`config.mk`:
```
export PLATFORM = sky130hd
export DESIGN_NAME = seg7_scan_display_flat
export DESIGN_NICKNAME = d
export VERILOG_FILES = /design/src/rtl/seg7_scan_display_if.sv /design/src/rtl/seg7_scan_display.sv /design/src/flat_wrapper.sv
export SDC_FILE = /design/constraint.sdc
export NUM_CORES = 1
export LEC_CHECK = 0
export BUFFER_PORTS_ARGS = -buffer_cell sky130_fd_sc_hd__buf_2
export CORE_UTILIZATION = 44
export CTS_CLUSTER_DIAMETER = 40
export DETAILED_ROUTE_END_ITERATION = 8
export GPL_TIMING_DRIVEN = 0
export PLACE_DENSITY = 0.71
export SETUP_SLACK_MARGIN = 0.3
export SLEW_MARGIN = 40
export SYNTH_ARGS = -nofsm -noshare
export SYNTH_HDL_FRONTEND = slang
export SYNTH_SLANG_ARGS = --single-unit
```
`constraint.sdc`:
```
create_clock -name CLK_IN -period 2.2 [get_ports CLK_IN]
set_input_delay 0.11 -clock CLK_IN [delete_from_list [all_inputs] [get_ports CLK_IN]]
set_output_delay 0.11 -clock CLK_IN [all_outputs]
set_load 0.05 [all_outputs]
```
`src/rtl/seg7_scan_display_if.sv`:
```
// seg7_scan_display_if: value/button inputs and seven-segment outputs of the scan display
interface seg7_scan_display_if;
    logic [31:0] value_in;
    logic        value_valid;
    logic        page_btn;
    logic [6:0]  seg;
    logic [3:0]  digit;
    logic        dp;
    logic        page_out;

    modport master (
        output value_in, value_valid, page_btn,
        input  seg, digit, dp, page_out
    );

    modport slave (
        input  value_in, value_valid, page_btn,
        output seg, digit, dp, page_out
    );
endinterface

```
`src/rtl/seg7_scan_display.sv`:
```
// seg7_scan_display: four-digit multiplexed hex display of a 32-bit snapshot, button-selected half
module seg7_scan_display #(
    parameter int REFRESH_DIV     = 50000,
    parameter int DEBOUNCE_CYCLES = 500000
) (
    input logic               CLK_IN,
    input logic               GLOBALRESET,
    seg7_scan_display_if.slave bus
);
    localparam int RW = $clog2(REFRESH_DIV);
    localparam int DW = $clog2(DEBOUNCE_CYCLES + 1);

    typedef enum logic {STABLE0, STABLE1} db_state_t;

    logic [31:0]   snapshot;
    logic [RW-1:0] ref_cnt;
    logic [1:0]    idx;
    logic          page;
    logic          sync1, sync2;
    db_state_t     state_q, state_d;
    logic [DW-1:0] db_cnt_q, db_cnt_d;
    logic          rise;
    logic [3:0]    nibble;
    logic [6:0]    seg_q;
    logic [3:0]    digit_q;
    logic          dp_q;

    function automatic logic [6:0] hex7(input logic [3:0] n);
        case (n)
            4'h0: hex7 = 7'b1000000;
            4'h1: hex7 = 7'b1111001;
            4'h2: hex7 = 7'b0100100;
            4'h3: hex7 = 7'b0110000;
            4'h4: hex7 = 7'b0011001;
            4'h5: hex7 = 7'b0010010;
            4'h6: hex7 = 7'b0000010;
            4'h7: hex7 = 7'b1111000;
            4'h8: hex7 = 7'b0000000;
            4'h9: hex7 = 7'b0010000;
            4'hA: hex7 = 7'b0001000;
            4'hB: hex7 = 7'b0000011;
            4'hC: hex7 = 7'b1000110;
            4'hD: hex7 = 7'b0100001;
            4'hE: hex7 = 7'b0000110;
            default: hex7 = 7'b0001110;
        endcase
    endfunction

    always_ff @(posedge CLK_IN or posedge GLOBALRESET) begin
        if (GLOBALRESET) begin
            snapshot <= '0;
        end else if (bus.value_valid) begin
            snapshot <= bus.value_in;
        end
    end

    always_ff @(posedge CLK_IN or posedge GLOBALRESET) begin
        if (GLOBALRESET) begin
            ref_cnt <= '0;
            idx     <= '0;
        end else if (ref_cnt == RW'(REFRESH_DIV - 1)) begin
            ref_cnt <= '0;
            idx     <= idx + 2'd1;
        end else begin
            ref_cnt <= ref_cnt + RW'(1);
        end
    end

    always_ff @(posedge CLK_IN or posedge GLOBALRESET) begin
        if (GLOBALRESET) begin
            sync1    <= 1'b0;
            sync2    <= 1'b0;
            state_q  <= STABLE0;
            db_cnt_q <= '0;
            page     <= 1'b0;
        end else begin
            sync1    <= bus.page_btn;
            sync2    <= sync1;
            state_q  <= state_d;
            db_cnt_q <= db_cnt_d;
            page     <= page ^ rise;
        end
    end

    // A level is accepted only after it disagrees with the state for DEBOUNCE_CYCLES+1 samples in a row
    always_comb begin
        state_d  = state_q;
        db_cnt_d = '0;
        rise     = 1'b0;
        if (sync2 != (state_q == STABLE1)) begin
            if (db_cnt_q == DW'(DEBOUNCE_CYCLES)) begin
                state_d = (state_q == STABLE0) ? STABLE1 : STABLE0;
                rise    = (state_q == STABLE0);
            end else begin
                db_cnt_d = db_cnt_q + DW'(1);
            end
        end
    end

    assign nibble = snapshot[{page, idx, 2'b00} +: 4];

    always_ff @(posedge CLK_IN or posedge GLOBALRESET) begin
        if (GLOBALRESET) begin
            seg_q   <= 7'b1000000;
            digit_q <= 4'b1110;
            dp_q    <= 1'b1;
        end else begin
            seg_q   <= hex7(nibble);
            digit_q <= ~(4'b0001 << idx);
            dp_q    <= ~((idx == 2'd3) && page);
        end
    end

    assign bus.seg      = seg_q;
    assign bus.digit    = digit_q;
    assign bus.dp       = dp_q;
    assign bus.page_out = page;
endmodule

```
`src/flat_wrapper.sv`:
```
// flat-port wrapper written by rule: the top's interface ports become plain ports
module seg7_scan_display_flat 
#(
    parameter int REFRESH_DIV     = 50000,
    parameter int DEBOUNCE_CYCLES = 500000
)
  (CLK_IN, GLOBALRESET, bus_value_in, bus_value_valid, bus_page_btn, bus_seg, bus_digit, bus_dp, bus_page_out);
  seg7_scan_display_if bus_i ();
  input logic CLK_IN;
  input logic GLOBALRESET;
  input wire logic [$bits(bus_i.value_in)-1:0] bus_value_in;
  input wire logic [$bits(bus_i.value_valid)-1:0] bus_value_valid;
  input wire logic [$bits(bus_i.page_btn)-1:0] bus_page_btn;
  output wire logic [$bits(bus_i.seg)-1:0] bus_seg;
  output wire logic [$bits(bus_i.digit)-1:0] bus_digit;
  output wire logic [$bits(bus_i.dp)-1:0] bus_dp;
  output wire logic [$bits(bus_i.page_out)-1:0] bus_page_out;
  assign bus_i.value_in = bus_value_in;
  assign bus_i.value_valid = bus_value_valid;
  assign bus_i.page_btn = bus_page_btn;
  assign bus_seg = bus_i.seg;
  assign bus_digit = bus_i.digit;
  assign bus_dp = bus_i.dp;
  assign bus_page_out = bus_i.page_out;
  seg7_scan_display #(.REFRESH_DIV(REFRESH_DIV), .DEBOUNCE_CYCLES(DEBOUNCE_CYCLES)) u_core (.CLK_IN(CLK_IN), .GLOBALRESET(GLOBALRESET), .bus(bus_i));
endmodule
```
==> results.toml, run 1 <==
[cts]
cts_buffers = 9
clock-sinks = 85
root_buffer = "clkbuf_8"
clk_pin_slew_ns = 0.10
cts_buffer_depth = 2
clk_latency_ns = 0.36
cts_tree = "done"
htreeDepth = 3

[worst_hold_path]
hold_path_class = "in -> reg"

[yosys]
ys_ff_latch = 85
syn_area_sq_um = 4041
ys_warn_count = 0
synth-main-ff-cell = "dfrtp_1"
async_reset_ff_share_pct = 100.0
synth.distinct_cells = 46
synth_edf_count = 0
avgSynthCellArea_sq_um = 12.28
yosysSeqAreaShare_pct = 52.79
synth_nets = 377
syn_inst = 329

[power]
ir_drop_mv = 0.3834
p_per_area_nw_per_um2 = 608.2
p_int_w = 0.002340
p_leak_nw = 2.317
swShare_pct = 28.35
seqPwrFrac_pct = 51.8
pwr-share-comb_pct = 15.8
pwr-share-clk_pct = 32.4
switching_power_w = 0.0009258

[die]
start_util_pct = 45.89
coreArea_sq_um = 8806
die_area_sq_um = 9573
fp-row-count = 34
die_h_um = 97.84
fp.dieW_um = 97.84
io_pins = 49

[timing]
final-hold-violation-count = 0
fin_skew_ns = 0.01058
drv_slew = 0
tns_ns = 0
relSlewSlack_pct = 57.66
final-setup-viol-count = 0
max_freq_mhz = 481.2
rsz0062_at_grt = "true"
period_minus_slack_ns = 2.078
period_share_pct = 94.46
max_slew.worst_pin.slew_ns = 0.6350

[placed_design]
dpl.hpwl_mm = 5.394
place.gp.congestion = 0.7447
port-buffer-count = 47

[global_routing]
antenna_found_initial = 0
grt_usage_pct = 18.47
grt_pass1_vias = 2930
grt_pass1_wl_mm = 13.84
grt_max_degree = 23
grt_overflow = 0

[drt]
routed_wl_mm = 8.190
viasPerCell = 5.110
drt_iter0_drc = 103
wl_per_cell_um = 14.70
vias = 2846
post-route-drc-count = 8
ant_nets = 0
first_pass_iters = 6

[setup_path]
crit_path_top_delay_cell = "mux4_2"
worstPathRequired_ns = 2.45
start_kind = "register"
cp_top_family = "multiplexers"
path_buf_inv = 2
crit_fanout = 7
cp_cell_sequence = "buf_8, mux4_2, mux2i_4, inv_2, ha_4, and3_1, a211o_1"
endpoint_kind = "register"
crit_arrival_ns = 2.33
cp_slowest_stage_delay_ns = 0.56
critPathKind = "reg -> reg"

[cells_and_area]
final_util_pct = 60.98
finalNetCount = 492
final_common_cell = "dfrtp_1"
layout_common_cells = "dfrtp_1, buf_2, mux2_2, dlygate4sd3_1, nor2_1"
syn_to_final_growth_pct = 32.88
antennaDiodeCount = 0
drive_gt1_share_pct = 38.08

[run_status]
violations = "design-rule violations"
outcome = "finished, violations left"

[job]
drv_cap = 0
==> cells by family after synthesis <==
group	after synthesis	synth area share, %
adders and majority gates	12	3.715
buffers and inverters	32	3.375
muxes	52	17.06
AOI/OAI and AO/OA	26	4.025
DFF	85	52.79
and+or+nand+nor	95	13.19
xor gates and xnor gates	27	5.851
==> cells in the mapped netlist (3+ instances only) <==
master | number | area [sq um]
mux4_2 | 8 | 180.2
nand4_1 | 5 | 31.28
o21ai_0 | 9 | 45.04
nor2_1 | 24 | 90.09
or3_1 | 7 | 43.79
nor4_1 | 5 | 31.28
buf_2 | 4 | 20.02
dfrtp_1 | 80 | 2002
xnor2_1 | 12 | 105.1
nand3_1 | 17 | 85.08
inv_1 | 19 | 71.32
or4_1 | 5 | 37.54
nor3_1 | 4 | 20.02
mux2i_1 | 7 | 70.07
mux2_2 | 35 | 394.1
o31ai_1 | 4 | 30.03
clkbuf_1 | 3 | 11.26
ha_1 | 12 | 150.1
xor2_1 | 15 | 131.4
nand2_1 | 11 | 41.29
dfstp_2 | 5 | 131.4
a21oi_1 | 6 | 30.03
buf_1 | 3 | 11.26
==> metal layers <==
layer | GRT usage, % | up-vias | part of all wire [%]
met5 | 0 | - | 0
met1 | 24.57 | 1399 | 47
met2 | 29.74 | 47 | 48
li1 | - | 1385 | -
met4 | 8.741 | 0 | 2.4
met3 | 2.935 | 15 | 2.3
==> power groups by stage <==
| stage | sequential (W) | combinational, W | clock, W |
|---|---|---|---|
| 3_3_place_gp | 0.00172 | 0.000391 | 0 |
| 5_1_grt | 0.00170 | 0.000553 | 0.00116 |
| 6_report | 0.00169 | 0.000517 | 0.00106 |
| 4_1_cts | 0.00169 | 0.000495 | 0.00109 |
| 2_1_floorplan | 0.00179 | 0.000224 | 0 |
| 3_5_place_dp | 0.00172 | 0.000426 | 0 |
==> state kept, by name (all words and copies together), names as in the netlist, 2 cells and up <==
| name | cells |
|---|---|
| u_core.snapshot | 32 |
| u_core.db_cnt_q | 19 |
| u_core.ref_cnt | 16 |
| u_core.bus.seg | 7 |
| u_core.bus.digit | 4 |
| u_core.idx | 2 |
==> final timing paths <==
kind                            startpoint  slack [ns]             endpoint  cells after the start
setup / recovery             u_core.idx[0]        0.12    u_core.bus.seg[0]                      7
hold reg to reg               u_core.sync1        0.36         u_core.sync2                      0
hold / removal             bus_value_valid        0.13   u_core.snapshot[7]                      2
setup reg to reg             u_core.idx[0]        0.12    u_core.bus.seg[0]                      7
min in group asynchronous      GLOBALRESET        0.22  u_core.db_cnt_q[10]                      3
max in group asynchronous      GLOBALRESET        1.09       u_core.state_q                      7
==> cell type report <==
cell class	count	area (sq um)
Clock buffer	9	123.9
Fill cell	675	3436
Tap cell	108	135.1
Multi-Input combinational cell	212	1883
Inverter	20	78.83
Clock inverter	7	62.56
Timing Repair Buffer	104	858.3
Buffer	12	87.58
Sequential cell	85	2141
==> metrics by stage <==
stage          instance area, sq um  hold WS [ns]  cells  worst slack, ns  power, W
6_report                       5370        0.1296    557           0.1218  0.003266
5_1_grt                        5370        0.1285    557          0.06576  0.003416
4_1_cts                        5211        0.1167    547           0.1235  0.003276
3_5_place_dp                   4567       0.04988    488         0.004454  0.002148
3_3_place_gp                   4457        0.2205    484          0.04317  0.002108
2_1_floorplan                  4086        0.1414    329           0.2101  0.002013
==> repair_timing <==
item / in CTS / in global routing
gates cloned: 1 / 0
endpoints found under the hold margin: 54 / 0
endpoints found under the setup margin: 36 / 29
pin swaps: 3 / 5
gates resized for setup: 9 / 20
hold buffers: 34 / 0
buffers inserted: 8 / 10
(Power assumes the default switching activity.)
==> run 2, diff against run 1 <==
Settings changed: CORE_MARGIN set to 10, PLACE_DENSITY 0.71 to 0.66.
==> run 2 against run 1 <==
The flow now finishes without violations; sequential share of layout area down 0.88 points; routed wire length rose by 13%; clock skew is 0.0011 ns lower; setup slack got worse by 0.051 ns; via count increased by 4.0%; clock power shrank 9%; design area rose by 2.3%; power is 2.3% lower; sequential cell count unchanged; hold slack got worse by 0.11 ns; fmax decreased by 2.4%; critical path type unchanged; highest routed layer unchanged.
==> results.toml, run 2 (same netlist as run 1, synthesis figures left out) <==
[cells_and_area]
syn_to_final_growth_pct = 35.94
layout_common_cells = "dfrtp_1, buf_2, mux2_2"
final_util_pct = 62.09
finalNetCount = 504
top_register = "u_core.snapshot"
multiInputGateArea_sq_um = 1934
regArea_sq_um = 2142
antennaDiodeCount = 0
drive_gt1_share_pct = 42.08
final_common_cell = "dfrtp_1"
reg_top3 = "u_core.snapshot (32), u_core.db_cnt_q (19), u_core.ref_cnt (16)"
largest_reg_flops = 32
fillCellCount = 682

[setup_path]
crit_fanout = 5
endpoint_kind = "register"
critPathKind = "reg -> reg"
start_kind = "register"
worstPathRequired_ns = 2.45
cp_cell_sequence = "buf_8, mux4_2, mux2i_4, inv_2, ha_4, and3_4, a211o_1"
crit_arrival_ns = 2.38
cp_slowest_stage_delay_ns = 0.53
crit_path_top_delay_cell = "mux4_2"

[die]
fp.dieW_um = 115.8
die_area_sq_um = 13420
coreArea_sq_um = 8848
die_h_um = 115.8
start_util_pct = 45.67
fp-row-count = 34
io_pins = 49

[drt]
first_pass_iters = 4
ant_nets = 0
vias = 2959
routed_wl_mm = 9.217
wl_per_cell_um = 16.20
drt_iter0_drc = 81
post-route-drc-count = 0
viasPerCell = 5.200

[timing]
max_slew.worst_pin.slew_ns = 0.6451
final-setup-viol-count = 0
final-hold-violation-count = 0
max_freq_mhz = 469.7
whs_ns = 0.02029
drv_slew = 0
relSlewSlack_pct = 56.99
period_share_pct = 96.78
rsz0062_at_grt = "true"
period_minus_slack_ns = 2.129
fin_skew_ns = 0.009443

[power]
pwr-share-comb_pct = 16.6
p_leak_nw = 2.365
p_per_area_nw_per_um2 = 581.1
pwr-share-clk_pct = 30.3
switching_power_w = 0.0008708
p_int_w = 0.002322
power_w = 0.003192
swShare_pct = 27.28
ir_drop_mv = 0.4391
seqPwrFrac_pct = 53.1

[cts]
clk_latency_ns = 0.37
clk_pin_slew_ns = 0.08
htreeDepth = 3
root_buffer = "clkbuf_8"
cts_buffer_depth = 2
cts_tree = "done"
clock-sinks = 85
cts_buffers = 9

[worst_hold_path]
hold_path_class = "in -> reg"

[global_routing]
antenna_found_initial = 0
grt_max_degree = 21
grt_pass1_vias = 3080
grt_usage_pct = 14.22
grt_overflow = 0
grt_pass1_wl_mm = 15.10

[placed_design]
port-buffer-count = 47
place.gp.congestion = 0.7966
dpl.hpwl_mm = 5.859

[job]
drv_cap = 0

[run_status]
outcome = "completed"
==> run 2: worst max-delay path, delay by kind of cell, from the launching register on <==
family / cells / cell delay [ns]
muxes: 2 / 0.79
DFF: 1 / 0.43
buffers and inverters: 2 / 0.24
AOI/OAI and AO/OA: 1 / 0.24
adders and majority gates: 1 / 0.18
and+or+nand+nor: 1 / 0.14
==> run 2: timing repair <==
| item | 4_1_cts | 5_1_grt |
|---|---|---|
| setup buffers | 11 | 19 |
| resized for setup | 17 | 25 |
| hold buffers | 33 | 0 |
| pin swaps | 5 | 9 |
| gates cloned | 1 | 1 |
| endpoints found under the setup margin | 29 | 18 |
| endpoints found under the hold margin | 45 | 0 |
==> run 2: final cells by class <==
| type | instances | share of cell area, % |
|---|---|---|
| plain buffers | 12 | 1.412 |
| clock buffers | 12 | 2.460 |
| clock inverters | 4 | 0.4783 |
| inverters | 20 | 1.435 |
| multi-input cells | 212 | 35.21 |
| flip-flops and latches | 85 | 38.99 |
| well taps | 108 | 2.460 |
| repair buffers | 116 | 17.56 |
==> run 2: path summary, 6_finish.rpt <==
path	startpoint	endpoint	slack (ns)	depth (start not counted)
setup reg to reg	u_core.idx[0]	u_core.bus.seg[0]	0.07	7
min in group asynchronous	GLOBALRESET	u_core.ref_cnt[12]	0.30	3
hold reg to reg	u_core.sync1	u_core.sync2	0.36	0
setup / recovery	u_core.idx[0]	u_core.bus.seg[0]	0.07	7
hold / removal	bus_value_in[27]	u_core.snapshot[27]	0.02	2
max in group asynchronous	GLOBALRESET	u_core.snapshot[7]	0.96	7
==> run 2: stage by stage <==
stage / cell area [sq um] / TNS (ns) / worst slack [ns] / std cells
6_report: 5494 / 0 / 0.07092 / 569
5_1_grt: 5494 / -0.003993 / -0.002424 / 569
3_3_place_gp: 4457 / 0 / 0.03800 / 484
2_1_floorplan: 4086 / 0 / 0.2101 / 329
3_5_place_dp: 4567 / 0 / 0.002299 / 488
4_1_cts: 5261 / 0 / 0.09929 / 549
==> run 2: per-layer routing <==
| layer | vias up | wire (um) | global-route usage [%] |
|---|---|---|---|
| met3 | 11 | 401 | 3.876 |
| li1 | 1414 | - | - |
| met4 | 0 | 143 | 5.755 |
| met1 | 1483 | 3894 | 16.32 |
| met5 | - | 0 | 0 |
| met2 | 51 | 4778 | 24.61 |
==> run 2: power groups by stage <==
stage	logic (W)	registers [W]	clock network, W
floorplan	0.000224	0.00179	0
global placement	0.000394	0.00172	0
detailed placement	0.000428	0.00172	0
CTS	0.000513	0.00169	0.000999
global route	0.000571	0.00170	0.00106
finish	0.000530	0.00169	0.000968
==> run 3, diff against run 2 <==
Settings changed: CORE_MARGIN 10 to 2, SLEW_MARGIN 40 to 20.
==> run 3 against run 2 <==
Setup slack better by 0.0096 ns; combinational power fell by 4.3%; register-to-register slack about the same; routed wire length fell by 8.2%; die area is 26% lower; largest power group unchanged; hold slack better by 0.0034 ns; clock-buffer cell count is 3 lower; cell count decreased by 1.2%; sequential power is essentially flat; global-route usage increased by 4.1 points; core utilization shrank 0.96 points; clock skew is 0.0030 ns higher.
==> results.toml, run 3 (same netlist as run 1, synthesis figures left out) <==
[run_status]
outcome = "completed"

[die]
start_util_pct = 45.89
io_pins = 49
fp.dieW_um = 99.84
fp-row-count = 34
die_h_um = 99.84
coreArea_sq_um = 8806
die_area_sq_um = 9968

[global_routing]
grt_pass1_vias = 2880
grt_usage_pct = 18.31
grt_overflow = 0
grt_max_degree = 32
grt_pass1_wl_mm = 14.24
antenna_found_initial = 0

[cells_and_area]
multiInputGateArea_sq_um = 1884
final_common_cell = "dfrtp_1"
syn_to_final_growth_pct = 33.19
regArea_sq_um = 2140
layout.cells.non_filler = 562
layout_common_cells = "dfrtp_1, buf_2, mux2_2"
drive_gt1_share_pct = 39.65
antennaDiodeCount = 0
top_register = "u_core.snapshot"
reg_top3 = "u_core.snapshot (32), u_core.db_cnt_q (19), u_core.ref_cnt (16)"
finalNetCount = 497
largest_reg_flops = 32
fillCellCount = 687
final_util_pct = 61.13

[drt]
wl_per_cell_um = 15.06
drt_iter0_drc = 81
routed_wl_mm = 8.463
viasPerCell = 5.174
vias = 2908
ant_nets = 0
first_pass_iters = 4
post-route-drc-count = 0

[cts]
clock-sinks = 85
htreeDepth = 3
cts_tree = "done"
clk_latency_ns = 0.36
cts_buffer_depth = 2
clk_pin_slew_ns = 0.10
cts_buffers = 9
root_buffer = "clkbuf_8"

[power]
p_per_area_nw_per_um2 = 625.8
ir_drop_mv = 0.3536
p_leak_nw = 2.332

[timing]
relSlewSlack_pct = 55.50
max_slew.worst_pin.slew_ns = 0.6660
period_share_pct = 96.34
drv_slew = 0
final-setup-viol-count = 0
rsz0062_at_grt = "true"
final-hold-violation-count = 0
fin_skew_ns = 0.01246
tns_ns = 0
max_freq_mhz = 471.8
period_minus_slack_ns = 2.119

[setup_path]
r2r_cells = 7
rrSetupSlack_ns = 0.08
worstPathRequired_ns = 2.50
worstReg2RegStart = "u_core.idx[0]"
reg2reg_to = "u_core.bus.seg[0]"
start_kind = "register"
endpoint_kind = "register"
critPathKind = "reg -> reg"
crit_fanout = 5
crit_arrival_ns = 2.42

[placed_design]
port-buffer-count = 47
dpl.hpwl_mm = 5.260
place_inst = 486
place.gp.congestion = 0.8347

[worst_hold_path]
min_to = "u_core.snapshot[11]"
hold_path_class = "in -> reg"
min_from = "bus_value_in[11]"
whs_path_depth = 2

[job]
drv_cap = 0
==> run 3: changes by cell type in the layout (fill, tap and decap cells not counted), moves of 2 or more <==
cell and change:
a21oi_1 +2, a21oi_2 -2, buf_12 +2, buf_16 -4, buf_4 -6, clkbuf_1 -3, dfrtp_1 +2, dfrtp_2 -2
ha_2 +2, ha_4 -2, inv_8 +2, or4_1 +2, or4_4 -2
==> run 3: repair_timing <==
item / in CTS / in global routing
gates cloned: 2 / 0
hold buffers: 33 / 0
endpoints found under the hold margin: 56 / 0
endpoints found under the setup margin: 29 / 31
pin swaps: 4 / 5
gates resized for setup: 14 / 18
buffers inserted: 12 / 13
==> run 3: how the worst max path moves through the flow <==
| stage | from | to | slack (ns) |
|---|---|---|---|
| after CTS | u_core.idx[0] | u_core.bus.seg[0] | 0.11 |
| after global placement | u_core.idx[0] | u_core.bus.seg[0] | 0.01 |
| after detailed placement | u_core.idx[0] | u_core.bus.seg[0] | -0.0009 |
| after global routing | u_core.idx[0] | u_core.bus.seg[0] | 0.005 |
| final | u_core.idx[0] | u_core.bus.seg[0] | 0.08 |
| after floorplan | u_core.idx[0] | u_core.bus.seg[0] | 0.21 |
==> run 3: where the power goes <==
part           switching (W)  internal (W)  total, W
combinational       0.000259      0.000248  0.000507
sequential         0.0000429       0.00165   0.00169
clock               0.000624      0.000545   0.00117
==> run 3: critical path, stage by stage (launching register included) <==
cell     delay [ns]
dfrtp_2        0.42
buf_8          0.15
mux4_2         0.55
mux2i_4        0.24
buf_4          0.18
ha_1           0.16
nor3b_1        0.23
a211o_1        0.15
==> run 3: cell type report <==
class                           count  share of cell area [%]
Buffer                             12                   1.511
Clock buffer                        9                   2.301
Clock inverter                      7                   1.534
Inverter                           20                   1.464
Multi-Input combinational cell    212                   35.01
Sequential cell                    85                   39.75
Tap cell                          108                   2.510
Timing Repair Buffer              109                   15.92
==> run 3: through the flow <==
stage	setup slack, ns	hold slack, ns	cell area [sq um]	power, W
5_1_grt	0.005077	0.01113	5383	0.003513
3_5_place_dp	-0.0008875	0.2222	4497	0.002130
4_1_cts	0.1066	0.008031	5224	0.003370
2_1_floorplan	0.2101	0.1414	4086	0.002013
3_3_place_gp	0.01499	0.2192	4457	0.002111
6_report	0.08056	0.02368	5383	0.003368
==> run 3: metal layers <==
layer  global-route usage [%]  share of wire [%]  vias up
li1                         -                  -     1405
met1                    24.69                 46     1452
met2                    30.09                 51       38
met3                    2.716                1.9       13
met4                    7.271                1.7        0
met5                        0                  0        -
